### config.mk
export PLATFORM = sky130hd
export DESIGN_NAME = pc_fetch_unit
export DESIGN_NICKNAME = d
export VERILOG_FILES = /design/src/rtl/pc_fetch_unit.sv
export SDC_FILE = /design/constraint.sdc
export NUM_CORES = 1
export LEC_CHECK = 0
export BUFFER_PORTS_ARGS = -buffer_cell sky130_fd_sc_hd__buf_4
export CAP_MARGIN = 40
export CORE_MARGIN = 2
export CORE_UTILIZATION = 25
export DETAILED_ROUTE_END_ITERATION = 16
export GPL_TIMING_DRIVEN = 0
export PLACE_DENSITY_LB_ADDON = 0.12
export SLEW_MARGIN = 20
export SYNTH_ARGS = -nofsm -noshare
export SYNTH_HDL_FRONTEND = slang
export SYNTH_SLANG_ARGS = --single-unit
### constraint.sdc
create_clock -name clk -period 2.8 [get_ports clk]
set_input_delay 0.56 -clock clk [delete_from_list [all_inputs] [get_ports clk]]
set_output_delay 0.56 -clock clk [all_outputs]
set_load 0.005 [all_outputs]
### src/rtl/pc_fetch_unit.sv
// PC register + instruction fetch: fetches imem[pc] over req/ack and presents it to decode over valid/ready.
// Latency: reset release -> imem_req 1 cycle; ack -> ir_valid next cycle; decode accept -> next imem_req next cycle.
// Backpressure: ir_ready low holds ir_out/pc stable in HOLD with no new fetch; missing ack for TIMEOUT cycles latches fault.
module pc_fetch_unit #(
  parameter int          AW       = 10,
  parameter int          DW       = 32,
  parameter int          OFFW     = 8,
  parameter logic [AW-1:0] RESET_PC = '0,
  parameter int          TIMEOUT  = 15
) (
  input  logic          clk,
  input  logic          reset,
  input  logic [AW-1:0] next_pc_in,
  output logic          imem_req,
  output logic [AW-1:0] imem_addr,
  input  logic          imem_ack,
  input  logic [DW-1:0] imem_rdata,
  output logic          ir_valid,
  input  logic          ir_ready,
  output logic [DW-1:0] ir_out,
  output logic [AW-1:0] pc_out,
  output logic [AW-1:0] pc_1_out,
  output logic [AW-1:0] bra_out,
  output logic          fault
);

  // Counter must be able to count up to TIMEOUT.
  localparam int CW = $clog2(TIMEOUT + 1);

  typedef enum logic [1:0] {
    IDLE  = 2'd0,
    FETCH = 2'd1,
    HOLD  = 2'd2,
    FAULT = 2'd3
  } state_t;

  state_t        state_q, state_d;
  logic [AW-1:0] pc_q, pc_d;
  logic [DW-1:0] ir_q, ir_d;
  logic [CW-1:0] cnt_q, cnt_d;
  logic          fault_q, fault_d;

  logic [AW-1:0] offset_sext;

  // State and datapath registers; reset has priority over everything.
  always_ff @(posedge clk) begin
    if (reset) begin
      state_q <= IDLE;
      pc_q    <= RESET_PC;
      ir_q    <= '0;
      cnt_q   <= '0;
      fault_q <= 1'b0;
    end else begin
      state_q <= state_d;
      pc_q    <= pc_d;
      ir_q    <= ir_d;
      cnt_q   <= cnt_d;
      fault_q <= fault_d;
    end
  end

  // Next-state and handshake outputs; ack/ready are only honoured in their own state.
  always_comb begin
    state_d  = state_q;
    pc_d     = pc_q;
    ir_d     = ir_q;
    cnt_d    = cnt_q;
    fault_d  = fault_q;
    imem_req = 1'b0;
    ir_valid = 1'b0;

    unique case (state_q)
      IDLE: begin
        cnt_d   = '0;
        state_d = FETCH;
      end
      FETCH: begin
        imem_req = 1'b1;
        if (imem_ack) begin
          // Ack wins even on the cycle the timeout would otherwise fire.
          ir_d    = imem_rdata;
          cnt_d   = '0;
          state_d = HOLD;
        end else if (cnt_q == CW'(TIMEOUT - 1)) begin
          // This edge is the TIMEOUT-th one without an ack.
          cnt_d   = CW'(TIMEOUT);
          fault_d = 1'b1;
          state_d = FAULT;
        end else begin
          cnt_d = cnt_q + CW'(1);
        end
      end
      HOLD: begin
        ir_valid = 1'b1;
        if (ir_ready) begin
          pc_d    = next_pc_in;
          cnt_d   = '0;
          state_d = FETCH;
        end
      end
      FAULT: begin
        // Sticky until reset.
        fault_d = 1'b1;
      end
      default: begin
        state_d = IDLE;
      end
    endcase
  end

  // Branch offset sign-extended from its top bit.
  always_comb begin
    offset_sext = {{(AW-OFFW){ir_q[OFFW-1]}}, ir_q[OFFW-1:0]};
  end

  // Candidate addresses for the next-address mux; wrap modulo 2^AW.
  always_comb begin
    pc_1_out = pc_q + AW'(1);
    bra_out  = pc_q + AW'(1) + offset_sext;
  end

  assign imem_addr = pc_q;
  assign pc_out    = pc_q;
  assign ir_out    = ir_q;
  assign fault     = fault_q;

endmodule

==> results.md, run 1 <==
- Drt initial violations: 59
- # clock sinks: 49
- P_sw: 0.3905 mW
- Core Rows: 35
- F_max: 0.3306 GHz
- DR vias: 2,501
- Largest net degree at the start of global routing: 17
- Clock transition at path regs: 100 ps
- Netlist Area Pre-Place: 2397 sq um
- IO Pins: 121
- RSZ-0062 raised after global routing: true
- Hold_ws: 461.4 ps
- Yosys reg bits: 49
- Warnings, synthesis: 0
- Die Area: 10,390 sq um
- WS Path Type: flop to output pin
- Area grow syn2layout: 54.75%
- Final Critical Period: 3025 ps
- # DRC: 0
- Placement Setup Slack: -294.9 ps
- Synth Area in Compound Gates: 16.23%
- Final worst slack: -225.2 ps
- Most frequent CP cell: a21oi_2
- Final Total Pwr: 1.439 mW
- Clk pwr share: 29.5%
- Cells after Synth: 308
- Clk_skew: 11.00 ps
- Synth Area in Simple Gates: 22.70%
- Pint: 1.049 mW
- Tcrit/Tclk final: 108.0%
- Adder-cell area share of the yosys netlist: 7.620%
- Fin. Hold Viols: 0
- Sequential share of power: 52.0%
- H-Tree Depth: 2
- Initial core utilization: 25.82%
- Crit-path max cell delay: 380 ps
- Slew margin rel.: 60.18%
- Routed Antenna Nets: 0
- Arr. time, crit path: 2470 ps
- Total grt overflow: 0
- Pre-antenna DRT Iters: 4
- Net Sw Frac: 27.13%
- Comb pwr share: 18.5%
- Primary FF master, synth: dfxtp_1
- Outcome: finished with violations
- Top Family by Delay on Critical Path: compound AO/OA/AOI/OAI gates
- Via density: 4.342
- Antenna violations before repair: 0
- WP buf/inv: 1
- Fillers: 999
- Vias in the first global route: 2,303
- Sequential fraction of the synthesis area: 40.92%
- CTS tree: built
- CP cell instances: ha_4 -> nand4_1 -> nor2_1 -> xor2_1 -> ha_1 -> a21oi_2 -> o21ai_2 -> a41oi_2 -> a21oi_2 -> xnor2_1 -> buf_4
- FFs w/ async S/R, synth: 0%
- Setup TNS: -680.5 ps
- Leak: 1.695 nW
- Worst-case clock buffer depth: 2
- Diodes inserted: 0
- Failing checks: negative setup slack
- EDFF count, synth: 0
- Cell variety after synth: 30
- Avg Inst Size Synth: 7.783 sq um
- Layout cells sized above 1: 38.70%
- Routed len/inst: 12.81 um
- Nature of the critical path endpoint: output pin
- Syn Nets: 368
- Die height: 101.9 um
- MaxCap Viol Count: 0
- Crit-path max FO: 4
- Final WL: 7377 um
- Xor and xnor area share after synthesis: 6.159%
- Largest family of logic cells by synthesized area: simple AND/OR/NAND/NOR gates
- Worst path required time: 2240 ps
- Final Setup Violations: 5
- CTS Buf Count: 5
- GRT Overall Usage: 13.71%
- Slew at the pin closest to its max-slew limit: 592.0 ps
- Layout Utilization: 39.96%
- First-pass GRT wire length: 11,320 um
- Root Buffer: clkbuf_8
- Buffers added on ports: 119
- Die width: 101.9 um
- Crit path max-delay cell type: dfxtp_4
- Power density cells: 387.9 nW/um^2
- Placer Congestion: 0.8205
- CP Launch Type: flop
- Core area: 9284 sq um
- Min-delay worst type: flop to flop
- Dpl hpwl: 5757 um
- Skew-Pair Late Insertion Delay: 310 ps
- Final-stage net count: 506
- Multiplexer area fraction after synthesis: 0%
- Reg2reg setup slack: 1280 ps
- Peak VDD IR: 0.2181 mV
- Max-slew violation count: 0
## cell families after synthesis
kind of cell / count (synthesis)
fa+ha+maj: 14
xor+xnor: 16
flops: 49
simple gates: 128
buf+inv: 29
compound gates: 72
## layout make-up
cell class	count	area [sq um]	area share, %
clock buffer	5	68.82	1.855
inverter	5	18.77	0.5059
tap	129	161.4	4.351
clock inverter	3	21.27	0.5734
buffer	24	133.9	3.609
timing repair buffer	131	983.4	26.51
sequential	49	994.7	26.81
multi-input combinational	230	1328	35.78
## cells in the final DEF (no fill, tap or decap), types with 3 or more instances in the layout
master / netlist / layout
a21oi_2: 0 / 3
nand2_1: 81 / 81
clkbuf_8: 0 / 5
dfxtp_4: 0 / 3
nor2_1: 14 / 13
nor2b_1: 3 / 3
xnor2_1: 9 / 8
buf_4: 10 / 141
clkbuf_1: 7 / 7
a21o_1: 3 / 3
nand3_1: 17 / 17
dfxtp_1: 49 / 44
nor3_1: 5 / 5
buf_2: 5 / 5
ha_1: 13 / 11
xor2_1: 6 / 6
a21oi_1: 54 / 51
a211oi_1: 5 / 4
o21ai_0: 7 / 3
inv_1: 5 / 5
## worst paths after layout
check               start         end  cells after the start
max          imem_addr[1]  bra_out[9]                     11
min            ir_out[18]  ir_out[18]                      2
max reg2reg    state_q[1]  ir_out[19]                      5
min reg2reg    ir_out[18]  ir_out[18]                      2
## layer usage
metal	up-vias	part of all wire, %	GRT usage [%]
met5	-	0	0
met4	0	0.96	3.385
met3	7	8.6	4.378
met2	86	47	21.51
met1	1109	44	18.37
li1	1299	-	-
## registers in the layout, indices dropped and copies added (netlist names)
signal / cells
cnt_q: 4
fault: 1
imem_addr: 10
ir_out: 32
state_q: 2
## metrics by stage
step / cells / instance area, sq um
3_3_place_gp: 556 / 3452
5_1_grt: 576 / 3710
6_report: 576 / 3710
4_1_cts: 572 / 3650
3_5_place_dp: 556 / 3452
2_1_floorplan: 308 / 2397
## power by group through the flow
stage	Sequential, mW	Combinational, mW	Clock [mW]
final	0.748	0.266	0.424
after global routing	0.754	0.297	0.484
after CTS	0.750	0.263	0.451
after detailed placement	0.767	0.255	0
after global placement	0.766	0.253	0
after floorplan	0.764	0.107	0
## worst reg2reg max path: stages (launching register included)
cell and delay, ps:
dfxtp_1 390, and2b_1 250, nand2_1 160, buf_1 400, nand2_1 100, a21oi_1 150
## what timing repair did
action	CTS	global route
resized for setup	19	7
setup buffers	8	4
endpoints found under the setup margin	6	6
pin swaps	7	7
gates cloned	0	0
hold buffers	0	0
## cell usage after synthesis, drive strengths merged (7+ instances only)
library cell	instances	area share, %
a21oi	54	11
buf	17	4.5
clkbuf	7	1.1
dfxtp	49	41
ha	13	6.8
nand2	81	13
nand3	17	3.5
nor2	14	2.2
o21ai	7	1.5
xnor2	9	3.3
xor2	7	2.9
No activity file was read; power rests on OpenSTA's default activity.
==> run 2: changes to the inputs <==
Clock period 2.8 ns to 2.7 ns, I/O delays scaled along.
==> run 2 against run 1 <==
- the flow still finishes with violations (negative setup slack)
- clock power is 4% higher
- register-to-register slack worse by 100 ps
- critical path depth unchanged
- via count did not move
- largest cell class unchanged
- clock skew unchanged
- wire length is the same
- global-route usage unchanged
- critical path type unchanged
- non-clock buffer count unchanged
- sequential cell count did not move
- setup slack worse by 80 ps
- count of clock-buffer cells in the layout unchanged
==> results.md, run 2 (synthesis results as in run 1) <==
- Outcome: finished with violations
- Failing checks: negative setup slack
- Die width: 101.9 um
- F_max: 0.3328 GHz
- Max-slew violation count: 0
- Most common cell after layout, fill and taps aside: buf_4
- Fin. Hold Viols: 0
- Dpl cell area: 3452 sq um
- Placer Congestion: 0.8205
- MaxCap Viol Count: 0
- Leak: 1.695 nW
- Slew margin rel.: 60.18%
- Core area: 9284 sq um
- Max FFs per register: 32
- Pre-antenna DRT Iters: 4
- H-Tree Depth: 2
- M2 GR Usage: 21.51%
- Final Setup Violations: 5
- Peak VDD IR: 0.2262 mV
- CP Launch Type: flop
- Most frequent cells in the layout: buf_4 (141), nand2_1 (81), a21oi_1 (51)
- Fillers: 999
- WS Path Type: flop to output pin
- Most frequent CP cell: a21oi_2
- Fin area: 3710 sq um
- First-pass GRT wire length: 11,320 um
- Skew-Pair Late Insertion Delay: 310 ps
- Worst path required time: 2160 ps
- IO Pins: 121
- Hold_ws: 461.4 ps
- Worst-case clock buffer depth: 2
- Slew at the pin closest to its max-slew limit: 592.0 ps
- Met1 usage: 18.37%
- Min-delay worst type: flop to flop
- Vias in the first global route: 2,303
- Dpl hpwl: 5757 um
- DR vias: 2,501
- Nature of the critical path endpoint: output pin
- # clock sinks: 49
- GRT Overall Usage: 13.71%
- Final Critical Period: 3005 ps
- CP cell instances: ha_4 -> nand4_1 -> nor2_1 -> xor2_1 -> ha_1 -> a21oi_2 -> o21ai_2 -> a41oi_2 -> a21oi_2 -> xnor2_1 -> buf_4
- Crit path max-delay cell type: dfxtp_4
- Routed len/inst: 12.81 um
- Largest net degree at the start of global routing: 17
- Drt initial violations: 58
- RSZ-0062 raised after global routing: true
- WP buf/inv: 1
- Routed Antenna Nets: 0
- Clk_skew: 11.00 ps
- Diodes inserted: 0
- Die height: 101.9 um
- Power density cells: 402.3 nW/um^2
- Core Rows: 35
- Final WL: 7377 um
- Setup TNS: -1080 ps
- Root Buffer: clkbuf_8
- Via density: 4.342
- Buffers added on ports: 119
- Crit-path max cell delay: 380 ps
- Arr. time, crit path: 2470 ps
- Most Crowded Layer GR: met2
- Met3 usage: 4.378%
- Initial core utilization: 25.82%
- # DRC: 0
- Tcrit/Tclk final: 111.3%
- Top Family by Delay on Critical Path: compound AO/OA/AOI/OAI gates
- Crit-path max FO: 4
- Final worst slack: -305.2 ps
- Die Area: 10,390 sq um
- Layout cells sized above 1: 38.70%
- Final-stage net count: 506
- Clock transition at path regs: 100 ps
- Area grow syn2layout: 54.75%
- CTS Buf Count: 5
- Total grt overflow: 0
- Antenna violations before repair: 0
- CTS tree: built
[run 2: layout make-up]
class / instances / area, sq um / share of cell area [%]
inverters: 5 / 18.77 / 0.5059
well taps: 129 / 161.4 / 4.351
flip-flops and latches: 49 / 994.7 / 26.81
plain buffers: 24 / 133.9 / 3.609
clock inverters: 3 / 21.27 / 0.5734
repair buffers: 131 / 983.4 / 26.51
multi-input cells: 230 / 1328 / 35.78
clock buffers: 5 / 68.82 / 1.855
[run 2: worst paths after layout]
kind / slack (ps) / startpoint / end / depth (start not counted)
min reg2reg: 460 / ir_out[18] / ir_out[18] / 2
min: 460 / ir_out[18] / ir_out[18] / 2
max: -310 / imem_addr[1] / bra_out[9] / 11
max reg2reg: 1180 / state_q[1] / ir_out[19] / 5
[run 2: what timing repair did]
action,in CTS,in global routing
setup endpoints to repair,7,6
hold buffers,0,0
resized for setup,19,7
pin swaps,7,7
setup buffers,8,4
[run 2: per-stage QoR]
stage	worst slack (ps)	util (%)	total power, mW	std cells
5_1_grt	-471.6	39.96	1.591	576
4_1_cts	-305.5	39.31	1.518	572
3_5_place_dp	-374.9	37.18	1.060	556
3_3_place_gp	-373.9	37.18	1.057	556
6_report	-305.2	39.96	1.492	576
2_1_floorplan	113.7	-	0.9036	308
[run 2: where the power goes]
| group | internal (mW) | leakage [nW] | switching (mW) | total [mW] |
|---|---|---|---|---|
| clock network | 0.184 | 0.0445 | 0.256 | 0.440 |
| logic | 0.153 | 1.25 | 0.123 | 0.276 |
| registers | 0.750 | 0.402 | 0.0257 | 0.776 |
[run 2: per-layer routing]
layer | vias up | share of wire (%)
met1 | 1109 | 44
met5 | - | 0
li1 | 1299 | -
met2 | 86 | 47
met3 | 7 | 8.6
met4 | 0 | 0.96
[run 2: worst reg2reg max path, cell delays in order, from the launching register on]
cell	delay, ps
dfxtp_1	390
and2b_1	250
nand2_1	160
buf_1	400
nand2_1	100
a21oi_1	150
